$ cat config.mk
export PLATFORM = sky130hd
export DESIGN_NAME = uart_rx
export DESIGN_NICKNAME = d
export VERILOG_FILES = /design/src/rtl/uart_pkg.sv /design/src/rtl/uart_rx_fifo.sv /design/src/rtl/uart_rx.sv
export SDC_FILE = /design/constraint.sdc
export NUM_CORES = 1
export LEC_CHECK = 0
export ABC_CLOCK_PERIOD_IN_PS = 2200
export CAP_MARGIN = 25
export CELL_PAD_IN_SITES_DETAIL_PLACEMENT = 1
export CELL_PAD_IN_SITES_GLOBAL_PLACEMENT = 1
export CORE_UTILIZATION = 26
export DETAILED_ROUTE_END_ITERATION = 16
export PLACE_DENSITY = 0.5
export SLEW_MARGIN = 20
export SYNTH_ARGS = -nofsm -noshare
export SYNTH_HDL_FRONTEND = slang
export SYNTH_SLANG_ARGS = --single-unit
$ cat constraint.sdc
create_clock -name clk -period 2.2 [get_ports clk]
set_input_delay 0.33 -clock clk [delete_from_list [all_inputs] [get_ports clk]]
set_output_delay 0.33 -clock clk [all_outputs]
set_load 0.01 [all_outputs]
$ cat src/rtl/uart_pkg.sv
// Shared definitions for the UART peripherals: register map, status bit
// positions, receiver state encoding and default bit timing.
package uart_pkg;

   // 12 MHz system clock / 115200 baud
   localparam int unsigned UART_CLKS_PER_BIT = 104;

   // Register offsets (addr[1:0])
   localparam logic [1:0] UART_RX_DATA   = 2'd0;
   localparam logic [1:0] UART_RX_STATUS = 2'd1;

   // STATUS register bit positions
   localparam int unsigned ST_READY   = 0;
   localparam int unsigned ST_OVERRUN = 1;
   localparam int unsigned ST_FRAME   = 2;
   localparam int unsigned ST_FULL    = 3;

   // Receiver FSM states
   typedef enum logic [2:0] {
      RX_IDLE,
      RX_START,
      RX_DATA,
      RX_STOP,
      RX_BREAK
   } rx_state_t;

endpackage

$ cat src/rtl/uart_rx_fifo.sv
// Small receive FIFO. Head is read combinationally from storage; a push
// into a full FIFO is accepted only when a pop frees a slot in the same cycle.
module rx_fifo #(
   parameter int unsigned WIDTH = 8,
   parameter int unsigned DEPTH = 4
) (
   input  logic             clk,
   input  logic             rst,
   input  logic             push,
   input  logic [WIDTH-1:0] push_data,
   input  logic             pop,
   output logic [WIDTH-1:0] head,
   output logic             empty,
   output logic             full
);

   localparam int unsigned AW = $clog2(DEPTH);
   localparam logic [AW:0] FULL_CNT = (AW+1)'(DEPTH);

   logic [WIDTH-1:0] mem [DEPTH];
   logic [AW-1:0]    wr_ptr;
   logic [AW-1:0]    rd_ptr;
   logic [AW:0]      count;
   logic             do_push;
   logic             do_pop;

   // Qualify requests against occupancy; a pop makes room for a push
   always_comb begin
      do_pop  = pop && (count != '0);
      do_push = push && ((count != FULL_CNT) || do_pop);
   end

   // Storage write
   always_ff @(posedge clk) begin
      if (do_push)
         mem[wr_ptr] <= push_data;
   end

   // Pointers and occupancy count
   always_ff @(posedge clk) begin
      if (rst) begin
         wr_ptr <= '0;
         rd_ptr <= '0;
         count  <= '0;
      end else begin
         if (do_push)
            wr_ptr <= wr_ptr + 1'b1;
         if (do_pop)
            rd_ptr <= rd_ptr + 1'b1;
         case ({do_push, do_pop})
            2'b10:   count <= count + 1'b1;
            2'b01:   count <= count - 1'b1;
            default: count <= count;
         endcase
      end
   end

   assign head  = mem[rd_ptr];
   assign empty = (count == '0);
   assign full  = (count == FULL_CNT);

endmodule

$ cat src/rtl/uart_rx.sv
// Bus-mapped 8N1 UART receiver with receive FIFO and STATUS register.
module uart_rx
   import uart_pkg::*;
#(
   parameter int unsigned CLKS_PER_BIT = UART_CLKS_PER_BIT,
   parameter int unsigned FIFO_DEPTH   = 4
) (
   input  logic       clk,
   input  logic       rst,
   input  logic [1:0] addr,
   input  logic       rd_en,
   output logic [7:0] rd_data,
   output logic       rd_valid,
   input  logic       wr_en,
   input  logic [7:0] wr_data,
   input  logic       rx,
   output logic       rx_ready
);

   localparam int unsigned TW = $clog2(CLKS_PER_BIT);
   localparam logic [TW-1:0] T_HALF = TW'(CLKS_PER_BIT/2 - 1);
   localparam logic [TW-1:0] T_FULL = TW'(CLKS_PER_BIT - 1);

   logic            rx_m;
   logic            rx_s;
   logic            rx_p;
   rx_state_t       state;
   logic [TW-1:0]   timer;
   logic [2:0]      bit_idx;
   logic [7:0]      shift;
   logic            stop_tick;
   logic            push;
   logic            pop;
   logic [7:0]      head;
   logic            empty;
   logic            full;
   logic            overrun;
   logic            frame_err;
   logic            ovr_set;
   logic            frm_set;
   logic            status_wr;
   logic [7:0]      status;
   logic            unused_wr_bits;

   assign unused_wr_bits = &{1'b0, wr_data[7:3], wr_data[0]};

   // Two-flop synchronizer plus one delay flop for falling-edge detection
   always_ff @(posedge clk) begin
      if (rst) begin
         rx_m <= 1'b1;
         rx_s <= 1'b1;
         rx_p <= 1'b1;
      end else begin
         rx_m <= rx;
         rx_s <= rx_m;
         rx_p <= rx_s;
      end
   end

   // Stop-bit sample is decoded from FSM state so the push lands on the
   // same edge as the sample, making the byte visible one cycle later.
   always_comb begin
      stop_tick = (state == RX_STOP) && (timer == T_FULL);
      push      = stop_tick && rx_s;
      frm_set   = stop_tick && !rx_s;
      pop       = rd_en && (addr == UART_RX_DATA) && !empty;
      ovr_set   = push && full && !pop;
      status_wr = wr_en && (addr == UART_RX_STATUS);
   end

   // Frame receiver FSM: start validation, LSB-first data, stop check, break wait
   always_ff @(posedge clk) begin
      if (rst) begin
         state   <= RX_IDLE;
         timer   <= '0;
         bit_idx <= '0;
         shift   <= '0;
      end else begin
         case (state)
            RX_IDLE: begin
               if (rx_p && !rx_s) begin
                  state <= RX_START;
                  timer <= '0;
               end
            end
            RX_START: begin
               if (timer == T_HALF) begin
                  timer   <= '0;
                  bit_idx <= '0;
                  state   <= rx_s ? RX_IDLE : RX_DATA;
               end else begin
                  timer <= timer + 1'b1;
               end
            end
            RX_DATA: begin
               if (timer == T_FULL) begin
                  shift[bit_idx] <= rx_s;
                  timer          <= '0;
                  bit_idx        <= bit_idx + 1'b1;
                  if (bit_idx == 3'd7)
                     state <= RX_STOP;
               end else begin
                  timer <= timer + 1'b1;
               end
            end
            RX_STOP: begin
               if (timer == T_FULL) begin
                  timer <= '0;
                  state <= rx_s ? RX_IDLE : RX_BREAK;
               end else begin
                  timer <= timer + 1'b1;
               end
            end
            RX_BREAK: begin
               if (rx_s)
                  state <= RX_IDLE;
            end
            default: state <= RX_IDLE;
         endcase
      end
   end

   rx_fifo #(
      .WIDTH (8),
      .DEPTH (FIFO_DEPTH)
   ) u_fifo (
      .clk       (clk),
      .rst       (rst),
      .push      (push),
      .push_data (shift),
      .pop       (pop),
      .head      (head),
      .empty     (empty),
      .full      (full)
   );

   // Sticky error flags: write-1-to-clear, a same-cycle set wins
   always_ff @(posedge clk) begin
      if (rst) begin
         overrun   <= 1'b0;
         frame_err <= 1'b0;
      end else begin
         overrun   <= (overrun   && !(status_wr && wr_data[ST_OVERRUN])) || ovr_set;
         frame_err <= (frame_err && !(status_wr && wr_data[ST_FRAME]))   || frm_set;
      end
   end

   // STATUS register image
   always_comb begin
      status             = '0;
      status[ST_READY]   = !empty;
      status[ST_OVERRUN] = overrun;
      status[ST_FRAME]   = frame_err;
      status[ST_FULL]    = full;
   end

   // Registered bus read response
   always_ff @(posedge clk) begin
      if (rst) begin
         rd_data  <= '0;
         rd_valid <= 1'b0;
      end else begin
         rd_valid <= rd_en;
         if (rd_en) begin
            case (addr)
               UART_RX_DATA:   rd_data <= empty ? '0 : head;
               UART_RX_STATUS: rd_data <= status;
               default:        rd_data <= '0;
            endcase
         end
      end
   end

   assign rx_ready = !empty;

endmodule

# ---- Word-level counts from Yosys, hierarchy flattened
# Memories as Yosys holds them, arrays and structs flattened. A register that Yosys moved wholly into a read port is not among the register bits.
# Cells that the tools add are included.
dict set report totals {
  register_bits 42
  wordCells 103
  n_memories 1
  ramBits 32
  out_inout_bits 10
  inputBits 15
}
dict set report classes {
  mux 26
  magnitude_cmp 2
  n_addsub 6
  n_reduce_logical 36
  n_eq_ne 18
}
# name words width read_ports rd_ports_with_merged_regs write_ports line_no
set memory_table {}
lappend memory_table {u_fifo.mem 4 8 1 1 1 uart_rx_fifo.sv:20} ;# logic [WIDTH-1:0] mem [DEPTH];
# operator count
set ops {}
lappend ops {{$mux W3} 9}
lappend ops {{$mux W7} 3}
lappend ops {{$pmux W7 S3} 1}
lappend ops {{$logic_and A1 B1 Y1} 16}
lappend ops {{$pmux W8 S2} 1}
lappend ops {{$pmux W3 S5} 1}
lappend ops {{$pmux W3 S2} 2}
lappend ops {{$ne A2 B2 Y1 const B} 5}
lappend ops {{$eq A3 B3 Y1 const B} 3}
lappend ops {{$bwmux W8} 1}
lappend ops {{$mux W8} 1}
lappend ops {{$add A7 B1 Y7 const B} 1}
lappend ops {{$eq A7 B6 Y1 const B} 1}
lappend ops {{$eq A7 B7 Y1 const B} 1}
lappend ops {{$add A3 B1 Y3 const B} 2}
lappend ops {{$eq A3 B2 Y1 const B} 2}
lappend ops {{$logic_not A3 Y1} 2}
lappend ops {{$mux W2} 3}
lappend ops {{$reduce_and A6 Y1} 1}
lappend ops {{$reduce_bool A3 Y1} 2}
lappend ops {{$logic_not A1 Y1} 5}
lappend ops {{$add A2 B1 Y2 const B} 2}
lappend ops {{$eq A2 B1 Y1 const B} 2}
lappend ops {{$lt A3 B4 Y1 const B} 1}
lappend ops {{other kinds (14)} 20}

# ---- Longest topological paths before layout
# Gate-level depths: netlist (run 1).
dict set report logic_depth {
  ltp_word 8
  ltp_mapped 12
  ltp_nobuf 11
}

# ---- Hierarchy
# A second synthesis (run 1) with hierarchy kept.
dict set report unflattened {
  cells_unflattened 307
  hier_area_um2 3490.8
}
# mod seq_area_each_um2 instances area_each_um2 cells_each
set by_module_without_submodules {}
lappend by_module_without_submodules {uart_rx 700.7 1 1791.7 201}
lappend by_module_without_submodules {rx_fifo 1141.1 1 1699.1 106}

# ---- Least setup slack after synthesis (run 1)
# OpenSTA, ideal clock, no wires.
dict set report synth_timing {
  path_type {register -> register}
  startpoint {reg u_fifo.count[0]}
  endpoint {reg u_fifo.count[2]}
  stages_incl_launch_ff 12
  setup_time_ps 70
  period_less_slack_ps 2388
  arrival_time_ps 2318
  setup_slack_ps -188
  n_path_buf 1
  required_ps 2130
  path_cell_list {dfxtp_1 -> nor3b_1 -> a21boi_0 -> and4b_1 -> clkbuf_1 -> inv_2 -> ha_1 -> inv_1 -> fa_1 -> xor2_1 -> or3_1 -> a21oi_1}
}
dict set report synth_between {
  elab_chain_len 8
  word_cells_on_any_way 14
  cone_classes {2 x add/sub; 3 x eq/ne; 1 x mux; 8 x reduce/logical}
}
# item line_no
set synth_lines {}
lappend synth_lines {{from (decl)} uart_rx_fifo.sv:23} ;# logic [AW:0] count;
lappend synth_lines {{from (signal assigned)} uart_rx_fifo.sv:51} ;# 2'b10: count <= count + 1'b1;
lappend synth_lines {{from (signal assigned)} uart_rx_fifo.sv:52} ;# 2'b01: count <= count - 1'b1;
lappend synth_lines {{from (signal assigned)} uart_rx_fifo.sv:53} ;# default: count <= count;
lappend synth_lines {{$logic_not A3 Y1} uart_rx_fifo.sv:59} ;# assign empty = (count == '0);
lappend synth_lines {{$logic_not A1 Y1} uart_rx.sv:66} ;# pop = rd_en && (addr == UART_RX_DATA) && !empty;
lappend synth_lines {{$logic_and A1 B1 Y1} uart_rx.sv:66}
lappend synth_lines {{$logic_and A1 B1 Y1} uart_rx_fifo.sv:29} ;# do_pop = pop && (count != '0);
lappend synth_lines {{$logic_or A1 B1 Y1} uart_rx_fifo.sv:30} ;# do_push = push && ((count != FULL_CNT) || do_pop);
lappend synth_lines {{$logic_and A1 B1 Y1} uart_rx_fifo.sv:30}
lappend synth_lines {{$eq A2 B1 Y1 or $eq A2 B2 Y1 (tied branches)} uart_rx_fifo.sv:50} ;# case ({do_push, do_pop})
lappend synth_lines {{$pmux W3 S2 or $reduce_bool A2 Y1 (tied branches)} --}
# Several ways; a longest one is shown, not always the timed one.
# A chain may end at the register's enable or synchronous reset.

# ---- Worst setup path after layout (run 1)
dict set report layout_timing {
  startpoint {reg u_fifo.count[1]}
  endpoint {reg u_fifo.count[2]}
}
# Same word-level chain as after synthesis.

==> results of run 1 <==
[cell usage in the layout, fill, tap and decap left out, types with 5 or more instances in the layout]
master / instances
nand3_1: 7
nor2_1: 33
or3_1: 6
buf_4: 30
mux4_2: 8
mux2i_1: 9
dfxtp_2: 5
a21oi_1: 14
inv_1: 10
clkdlybuf4s50_1: 17
dfxtp_1: 39
a32oi_1: 5
edfxtp_1: 32
clkbuf_16: 9
nand2_1: 23
nor2b_1: 10
ha_1: 6
[worst min path at each step]
stage | start | end | slack [ps]
2_1_floorplan | rx_m | rx_s | 390
3_3_place_gp | rx_m | rx_s | 400
3_5_place_dp | rx_m | rx_s | 410
4_1_cts | rx_m | rx_s | 430
5_1_grt | rx_m | rx_s | 440
6_report | rx_m | rx_s | 420
[sequential cells by signal (all words and copies together) (netlist names), 2 cells and up, named ones only]
| register | flops |
|---|---|
| u_fifo.mem | 32 |
| u_fifo.rd_ptr | 2 |
| shift | 8 |
| timer | 7 |
| u_fifo.count | 3 |
| bit_idx | 3 |
| state | 3 |
| u_fifo.wr_ptr | 2 |
| rd_data | 8 |
[critical path, stage by stage, from the launching register on]
cell and delay [ps]:
dfxtp_2 330, nor3b_4 210, a21boi_2 210, and4b_1 230, inv_2 80, ha_4 130
inv_2 30, fa_2 320, xor2_1 150, or3_1 310, a21oi_1 120
[repair_timing]
item                       in CTS  in global routing
hold buffers                    0                  0
setup endpoints to repair       1                  5
buffers inserted                1                  0
pin swaps                       2                  5
gates resized for setup         4                  4
[power by group through the flow]
stage / sequential [uW] / combinational [uW] / clock [uW]
floorplan: 1500 / 47.6 / 0
global route: 1470 / 114 / 1530
detailed placement: 1500 / 103 / 0
finish: 1470 / 102 / 1420
CTS: 1470 / 103 / 1480
global placement: 1500 / 102 / 0
[routing by layer]
layer,track usage,vias up
met4,0.0701,0
met2,0.219,22
li1,-,1174
met1,0.161,1162
met3,0.0337,12
met5,0,-
[synthesized netlist by cell type (all sizes together), types with 2 or more instances]
cell    number
clkbuf      11
or3          7
and2         4
xor2         3
inv         12
ha           8
xnor2        2
or2          5
nor4         2
nand2       23
mux4         8
o211ai       2
or4          3
nand4        4
mux2i        9
nor3b        2
nand3b       2
buf          6
nand2b       2
nor4b        2
dfxtp       44
o31ai        3
a211oi       3
a32oi        6
nor2b       10
and3         2
o21ai        5
edfxtp      32
a211o        2
nor2        34
a21oi       14
nand3        7
nand4b       4
[cell families (layout without fill, tap and decap cells)]
family | Yosys count | in the layout | synth area share
buffers and inverters | 29 | 80 | 0.0342
multiplexers | 17 | 17 | 0.0813
flip-flops | 76 | 76 | 0.554
adder cells (fa/ha/maj) | 9 | 9 | 0.0361
AO/OA/AOI/OAI | 44 | 44 | 0.0952
AND/OR/NAND/NOR | 117 | 117 | 0.186
XOR/XNOR | 5 | 5 | 0.0132
[cell type report]
type | instances | share of cell area
Tap cell | 168 | 0.0491
Sequential cell | 76 | 0.432
Inverter | 12 | 0.0105
Clock buffer | 9 | 0.0526
Clock inverter | 7 | 0.0140
Multi-Input combinational cell | 192 | 0.328
Timing Repair Buffer | 52 | 0.114
[metrics by stage]
step           utilization  setup WS, ps
2_1_floorplan            -          14.3
3_3_place_gp         0.324          -299
3_5_place_dp         0.324          -362
4_1_cts              0.349         -36.0
5_1_grt              0.349          -148
6_report             0.349         -12.1
==> implementation parameters, run 1 <==
Parameter                              Value

Flow run
  Number of maximum-capacitance violations ... 0

GRT
  Number of antenna violations at the first check in global routing ... 0
  Largest net degree at the start of global routing ... 36
  Overflow after GRT ... 0
  Wire length of the first global-routing pass ... 12900 um
  Global-route total usage across every layer ... 0.133
  Number of global-route vias before repair ... ~2500

CTS
  Clock latency on the worst-skew pair ... 350 ps
  Number of buffers on the longest clock path ... 2
  CTS root buffer ... clkbuf_16
  CTS H-Tree Depth ... 3
  Reg clk slew, reported paths ... 60 ps
  CTS tree ... done
  Clock tree sinks ... 76
  Clock buffer count from CTS ... 9

Drt
  DRC errors left ... 0
  Per-cell via count in the routed design ... roughly 4.6
  Met3 wire length ... about 180 um
  Detailed-routed wire length on met2 ... ~3700 um
  Topmost layer with routed signal wires ... met4
  Routed vias ... 2370
  DRT Wirelength ... 7730 um
  Detailed-route wire length on metal 1 ... 3630 um
  Number of DRC violations after detailed-routing iteration 0 ... 103
  Post-route ant nets ... 0
  Wirelength per Cell ... ~15 um
  First-pass DRT Iterations ... 4

Timing
  Final hold violation count ... 0
  Final worst-path cycle share ... 1.01
  Setup repair after global routing missed its margin ... yes
  Aggregate negative setup slack ... -12.1 ps
  Final Max Tran Viols ... 0
  Transition time of the tightest slew-check pin ... 506 ps
  Final critical delay including setup and external delays ... 2210 ps
  Worst Clk Skew ... 6.93 ps
  PnR worst setup slack ... -12.1 ps
  Final setup violating endpoints ... 1
  Max Fclk ... 0.452 GHz
  Headroom to the max-slew limit ... 0.662
  Min Hold Slack ... 421 ps

Worst setup path
  CP Capture Point ... u_fifo.count[2]
  WP data required ... ~2500 ps
  Type of destination of the critical path ... register
  Critical Path AT ... about 2500 ps
  Start of the worst register-to-register path ... u_fifo.count[1]
  Path type of the worst setup path ... reg2reg
  Critical path fanouts, max ... 2
  Number of cells traversed by the worst register-to-register path ... 10
  Startpoint type of the worst setup path ... register
  Crit. Startpoint ... u_fifo.count[1]
  Worst R2R End ... u_fifo.count[2]
  Reg-to-reg setup timing slack ... -10 ps

Finish
  Design Area, Final ... 4280 um^2
  Fillers ... 1349
  Ant. Diodes ... 0
  Final nets ... between 300 and 400
  Share of cells above drive strength 1 ... 0.221
  Area growth from synthesis to layout ... 28.7%
  Multi-input combinational cell area ... between 1000 and 1500 um^2
  Register area ... 1850 um^2
  Post-Layout Cell Count ... around 520

Floorplan
  Count of pins on the block boundary ... 25
  Initial Utilization ... 0.271
  Core box area ... between 10000 and 15000 um^2
  Die Y ... between 100 and 150 um
  Std cell rows ... 40
  Die width ... 115 um
  Die Area ... approximately 13000 um^2

Yosys
  Number of storage elements in the synthesis netlist ... 76
  Syn nets ... 321
  Distinct cell type count of the synthesized netlist ... 53
  Async set-reset flop share out of synthesis ... 0
  Main synth FF type ... dfxtp_1
  Syn Std Cell Area ... 3330 um^2
  Synthesis Warnings ... 0
  Share of Yosys cell area claimed by the top area cell type ... 0.289
  Cell type contributing the most total cell area after synthesis ... edfxtp_1
  Number of flops mapped to enable cells by yosys ... 32
  Seq/Total Area, Yosys ... 0.554
  Gate count after technology mapping ... 297
  Average cell area after synthesis ... 11.2 um^2
  Main area contributors after synthesis ... edfxtp_1 29%, dfxtp_1 26%, mux4_2 5.4%, nor2_1 3.8%, ha_1 3.0%

Placed design
  Port Buffer Count ... 18
  Placed cell area ... 3970 um^2
  Number of cells after detailed placement ... approximately 500
  Final weighted congestion in routability-driven placement ... 0.734
  Detailed Place HPWL ... 5430 um

Pwr
  Leakage power ... 0.00155 uW
  Share of total power in sequential cells ... 0.491
  Clk network pwr share ... 0.475
  Power density cells ... 698 nW/um^2
  Internal power component ... 2290 uW
  Maximum VDD drop ... 0.290 mV
  Sw frac ... 0.234
  Net switching power ... 698 uW
  Post-layout total power ... between 2000 and 3000 uW
  Comb pwr share ... 0.034

Run status
  Status ... finished, violations left
  Violated checks ... negative setup slack

Min path
  Classification of the worst-slack hold path ... reg2reg
  Hold Path Cell Cnt ... 1
No activity file was read; power rests on OpenSTA's default activity.
==> inputs of run 2 (changes only) <==
Settings changed: ABC_CLOCK_PERIOD_IN_PS 2200 to 1850, CTS_BUF_LIST from default to sky130_fd_sc_hd__clkbuf_16.
Clock period 2.2 ns to 1.85 ns, I/O delays scaled along.
==> implementation parameters, run 2 (synthesized netlist as in run 1, its figures left out) <==
Parameter                              Value

Pwr
  Net switching power ... 826 uW (+18%)
  Clk network pwr share ... 0.471 (-0.004)
  Comb pwr share ... 0.038 (+0.004)
  Leakage power ... 0.00162 uW (+4.2%)
  Maximum VDD drop ... 0.310 mV (+7.0%)
  Sw frac ... 0.232 (-0.00147)
  Power density cells ... 790 nW/um^2 (+13%)
  Share of total power in sequential cells ... 0.491 (about the same)
  Internal power component ... 2730 uW (+19%)

Timing
  Aggregate negative setup slack ... -875 ps (-863 ps)
  Final hold violation count ... 0 (unchanged)
  Worst Clk Skew ... 9.32 ps (+2.40 ps)
  Max Fclk ... 0.452 GHz (-0.11%)
  Final worst-path cycle share ... 1.20 (+0.192)
  Headroom to the max-slew limit ... 0.658 (-0.00330)
  Final Max Tran Viols ... 0 (unchanged)
  Min Hold Slack ... 409 ps (-11.9 ps)
  Setup repair after global routing missed its margin ... yes
  Final critical delay including setup and external delays ... 2210 ps (+2.37 ps)
  Final setup violating endpoints ... 6 (+5)
  PnR worst setup slack ... -364 ps (-352 ps)
  Transition time of the tightest slew-check pin ... 511 ps (+4.93 ps)

Worst setup path
  Number of logic stages on the critical path including buffering ... 10 (unchanged)
  Number of buffers and inverters on the critical path ... 2 (unchanged)
  CP max stage delay ... 320 ps (about the same)
  Start of the worst register-to-register path ... u_fifo.count[1]
  WP data required ... 2110 ps (-360 ps)
  Slowest stage cell, crit path ... dfxtp_2
  Reg-to-reg setup timing slack ... -360 ps (-350 ps)
  CP top delay family ... simple AND/OR/NAND/NOR gates
  Path type of the worst setup path ... reg2reg
  Startpoint type of the worst setup path ... register
  Number of cells traversed by the worst register-to-register path ... 10 (unchanged)
  Worst R2R End ... u_fifo.count[2]
  Most frequent CP cell ... inv_2
  Critical path fanouts, max ... 2 (unchanged)
  Worst-path cell chain ... nor3b_2, a21boi_4, and4b_1, inv_2, ha_4, inv_2, fa_2, xor2_1, or3_1, a21oi_1
  Type of destination of the critical path ... register
  CP Capture Point ... u_fifo.count[2]
  Crit. Startpoint ... u_fifo.count[1]
  Critical Path AT ... 2480 ps (about the same)

Placed design
  Worst slack after detailed placement ... -676 ps (-314 ps)
  Number of cells after detailed placement ... 514 (+3.0%)
  Port Buffer Count ... 18 (unchanged)
  Detailed Place HPWL ... 5500 um (+1.4%)
  Final weighted congestion in routability-driven placement ... 0.718 (-2.1%)

Floorplan
  Initial Utilization ... 0.271 (unchanged)
  Count of pins on the block boundary ... 25 (unchanged)
  Die Y ... 115 um (unchanged)
  Die Area ... 13200 um^2 (unchanged)
  Core box area ... 12300 um^2 (unchanged)
  Std cell rows ... 40 (unchanged)
  Die width ... 115 um (unchanged)

Finish
  Most common cell after layout, fill and taps aside ... buf_4
  Final nets ... 385 (+4.9%)
  Area growth from synthesis to layout ... 35.5%
  Ant. Diodes ... 0 (unchanged)
  Largest registers ranked by flip-flop count ... u_fifo.mem: 32 flops, rd_data: 8 flops, shift: 8 flops
  Top library cells by usage in the layout, fill and taps aside ... 46 x buf_4, 38 x dfxtp_1, 32 x edfxtp_1
  Share of cells above drive strength 1 ... 0.295 (+0.0738)
  Max FFs per register ... 32 (unchanged)
  Largest register by flop count ... u_fifo.mem
  Post-Layout Cell Count ... 534 (+3.5%)

Drt
  DRC errors left ... 0 (unchanged)
  Post-route ant nets ... 0 (unchanged)
  Number of DRC violations after detailed-routing iteration 0 ... 133 (+29%)
  DRT Wirelength ... 8050 um (+4.1%)
  First-pass DRT Iterations ... 4 (unchanged)
  Per-cell via count in the routed design ... 4.58 (-0.31%)
  Routed vias ... 2445 (+3.2%)
  Wirelength per Cell ... 15.1 um (+0.62%)

GRT
  Wire length of the first global-routing pass ... 13200 um (+1.9%)
  Number of global-route vias before repair ... 2557 (+0.67%)
  GRT Max-Usage Layer ... met2
  Number of antenna violations at the first check in global routing ... 0 (unchanged)
  Largest net degree at the start of global routing ... 36 (unchanged)
  Global-route total usage across every layer ... 0.134 (+0.000800)
  Met1 track demand over resource in global routing ... 0.161 (-0.000704)
  GR met3 Demand/Resource ... 0.0332 (-0.000527)
  Overflow after GRT ... 0 (unchanged)
  Global Route met2 Usage ... 0.231 (+0.0124)

CTS
  Number of buffers on the longest clock path ... 2 (unchanged)
  Clock buffer count from CTS ... 9 (unchanged)
  Reg clk slew, reported paths ... 60 ps (about the same)
  Number of buffers inserted by hold repair at cts ... 0 (unchanged)
  Clock tree sinks ... 76 (unchanged)
  CTS H-Tree Depth ... 3 (unchanged)
  CTS tree ... done
  CTS root buffer ... clkbuf_16
  Clock latency on the worst-skew pair ... 340 ps (about the same)

Flow run
  Number of maximum-capacitance violations ... 0 (unchanged)

Min path
  Classification of the worst-slack hold path ... reg2reg

Run status
  Status ... finished, violations left
  Violated checks ... negative setup slack
==> run 2: how the worst min path moves through the flow <==
stage | from | slack [ps] | endpoint | cells after the start
2_1_floorplan | rx | 380 | rx_m | 1
3_3_place_gp | rx_m | 400 | rx_s | 1
3_5_place_dp | rx_m | 400 | rx_s | 1
4_1_cts | rx_m | 410 | rx_s | 1
5_1_grt | rx_m | 430 | rx_s | 1
6_report | rx_m | 410 | rx_s | 1
==> run 2: cell type report <==
cell class              count  area (um^2)
inverters                  12         45.0
well taps                 168          210
clock inverters             7         58.8
multi-input cells         192         1500
flip-flops and latches     76         1850
clock buffers               9          225
repair buffers             70          623
fillers                  1334         7750
==> run 2: per-layer routing <==
layer / part of all wire / vias up
met5: 0 / -
met4: 0.014 / 0
met3: 0.023 / 9
met1: 0.45 / 1207
met2: 0.51 / 21
li1: - / 1208
==> run 2: power groups by stage <==
stage	registers (uW)	clock network, uW	logic [uW]
floorplan	1790	0	56.9
global placement	1780	0	128
detailed placement	1780	0	130
CTS	1750	1740	133
global route	1750	1800	150
finish	1750	1680	136
==> run 2: stage by stage <==
step,area (um^2),utilization,total power (uW)
final,4510,0.368,3560
after global routing,4510,0.368,3700
after detailed placement,4100,0.334,1910
after global placement,4100,0.334,1910
after CTS,4430,0.362,3620
after floorplan,3390,-,1840
==> run 2: repair_timing <==
action                     CTS  global route
setup endpoints to repair   11            46
pin swaps                    6             9
setup buffers                3             2
gates resized for setup     10            15
==> inputs of run 3 (changes only) <==
Settings changed: CTS_CLUSTER_DIAMETER from default to 200, HOLD_SLACK_MARGIN from default to 0.06, PLACE_DENSITY 0.5 to 0.48.
==> implementation parameters, run 3 (synthesized netlist as in run 1, its figures left out) <==
Parameter                              Value

Run status
  Status ... finished, violations left
  Violated checks ... negative setup slack

Finish
  Top library cells by usage in the layout, fill and taps aside ... 55 x buf_4, 38 x dfxtp_1, 33 x nor2_1
  Most common cell after layout, fill and taps aside ... buf_4
  Largest registers ranked by flip-flop count ... u_fifo.mem: 32 flops, rd_data: 8 flops, shift: 8 flops
  Design Area, Final ... 4640 um^2 (+3.0%)
  Max FFs per register ... 32 (unchanged)
  Largest register by flop count ... u_fifo.mem
  Share of cells above drive strength 1 ... 0.328 (+0.0330)
  Final nets ... 397 (+3.1%)
  Area growth from synthesis to layout ... 39.6%
  Ant. Diodes ... 0 (unchanged)

Timing
  Setup repair after global routing missed its margin ... yes
  Aggregate negative setup slack ... -761 ps (+114 ps)
  Transition time of the tightest slew-check pin ... 418 ps (-92.9 ps)
  PnR worst setup slack ... -354 ps (+10.8 ps)
  Final hold violation count ... 0 (unchanged)
  Headroom to the max-slew limit ... 0.721 (+0.0628)
  Max Fclk ... 0.454 GHz (+0.49%)
  Final setup violating endpoints ... 5 (-1)
  Final worst-path cycle share ... 1.19 (-0.00585)
  Final Max Tran Viols ... 0 (unchanged)
  Final critical delay including setup and external delays ... 2200 ps (-10.8 ps)
  Worst Clk Skew ... 6.13 ps (-3.19 ps)

CTS
  Number of buffers on the longest clock path ... 2 (unchanged)
  Clock latency on the worst-skew pair ... 330 ps (about the same)
  CTS tree ... done
  CTS H-Tree Depth ... 3 (unchanged)
  Clock buffer count from CTS ... 9 (unchanged)
  Clock tree sinks ... 76 (unchanged)
  CTS root buffer ... clkbuf_16
  Number of buffers inserted by hold repair at cts ... 0 (unchanged)
  Reg clk slew, reported paths ... 60 ps (about the same)

Placed design
  Detailed Place HPWL ... 5570 um (+1.2%)
  Placed cell area ... 4120 um^2 (+0.37%)
  Final weighted congestion in routability-driven placement ... 0.715 (-0.47%)
  Port Buffer Count ... 18 (unchanged)

Worst setup path
  Startpoint type of the worst setup path ... register
  Worst-path cell chain ... nor3b_2, a21boi_2, and4b_1, inv_2, ha_4, inv_2, fa_2, xor2_1, or3_1, a21oi_1
  WP data required ... 2110 ps (about the same)
  CP top delay family ... simple AND/OR/NAND/NOR gates
  CP max stage delay ... 330 ps (about the same)
  Type of destination of the critical path ... register
  Path type of the worst setup path ... reg2reg
  Number of buffers and inverters on the critical path ... 2 (unchanged)
  Critical Path AT ... 2460 ps (-20 ps)
  Slowest stage cell, crit path ... fa_2
  Critical path fanouts, max ... 2 (unchanged)
  Most frequent CP cell ... inv_2

Floorplan
  Core box area ... 12300 um^2 (unchanged)
  Count of pins on the block boundary ... 25 (unchanged)
  Std cell rows ... 40 (unchanged)
  Die Area ... 13200 um^2 (unchanged)
  Die Y ... 115 um (unchanged)
  Die width ... 115 um (unchanged)
  Initial Utilization ... 0.271 (unchanged)

Drt
  Detailed-routed wire length on met2 ... 4240 um (+3.5%)
  DRC errors left ... 0 (unchanged)
  Wirelength per Cell ... 15.1 um (about the same)
  DRT Wirelength ... 8220 um (+2.2%)
  Number of DRC violations after detailed-routing iteration 0 ... 82 (-38%)
  First-pass DRT Iterations ... 4 (unchanged)
  Per-cell via count in the routed design ... 4.56 (-0.44%)
  Met3 wire length ... 191 um (+1.1%)
  Topmost layer with routed signal wires ... met4
  Post-route ant nets ... 0 (unchanged)
  Detailed-route wire length on metal 1 ... 3670 um (+0.58%)
  Routed vias ... 2489 (+1.8%)

Pwr
  Maximum VDD drop ... 0.320 mV (+3.1%)
  Power density cells ... 788 nW/um^2 (-0.25%)
  Leakage power ... 0.00171 uW (+5.4%)

GRT
  Wire length of the first global-routing pass ... 13600 um (+3.5%)
  Number of global-route vias before repair ... 2626 (+2.7%)
  Global-route total usage across every layer ... 0.139 (+0.00490)
  Number of antenna violations at the first check in global routing ... 0 (unchanged)
  Largest net degree at the start of global routing ... 36 (unchanged)
  Overflow after GRT ... 0 (unchanged)

Min path
  Classification of the worst-slack hold path ... reg2reg

Flow run
  Number of maximum-capacitance violations ... 0 (unchanged)
[run 3: cell count changes in the layout (fill, tap and decap cells not counted), moves of 2 or more]
cell / delta
nor2_1: +2
and2_1: -4
and2_4: +4
buf_6: +2
buf_4: +9
[run 3: final timing paths]
| path | start | to | slack [ps] | cells past startpoint |
|---|---|---|---|---|
| max | u_fifo.count[1] | u_fifo.count[2] | -350 | 10 |
| min | rx_m | rx_s | 410 | 1 |
| max reg2reg | u_fifo.count[1] | u_fifo.count[2] | -350 | 10 |
| min reg2reg | rx_m | rx_s | 410 | 1 |
[run 3: worst register-to-register path, stage by stage (launching register included)]
cell and delay (ps):
dfxtp_2 320, nor3b_2 190, a21boi_2 230, and4b_1 240
inv_2 80, ha_4 130, inv_2 30, fa_2 330
xor2_1 150, or3_1 300, a21oi_1 130
[run 3: cell type report]
class / instances / area [um^2]
inverters: 12 / 45.0
repair buffers: 81 / 713
flip-flops and latches: 76 / 1850
fillers: 1338 / 7620
multi-input cells: 193 / 1520
well taps: 168 / 210
clock buffers: 9 / 225
clock inverters: 7 / 73.8
[run 3: routing by layer]
layer / global-route usage / vias to the layer above
met5: 0 / -
met4: 0.0494 / 0
met3: 0.0411 / 7
met2: 0.244 / 28
met1: 0.161 / 1219
li1: - / 1235
[run 3: repair_timing]
action | in CTS | in global routing
gates cloned | 1 | 0
buffers inserted | 5 | 10
pin swaps | 9 | 14
setup endpoints to repair | 11 | 46
resized for setup | 13 | 23
[run 3: stage by stage]
stage / total power, uW / hold WS [ps] / std cells / utilization / setup WS, ps
after detailed placement: 1920 / 397 / 516 / 0.336 / -649
after global placement: 1920 / 394 / 516 / 0.336 / -574
after global routing: 3810 / 429 / 546 / 0.379 / -502
after CTS: 3720 / 413 / 538 / 0.367 / -354
after floorplan: 1840 / 381 / 297 / - / -312
final: 3660 / 410 / 546 / 0.379 / -354
[run 3: power by group]
group	leakage (uW)	internal [uW]	switching, uW
clock	0.000148	1050	715
sequential	0.000656	1740	5.00
combinational	0.000902	72.3	73.2
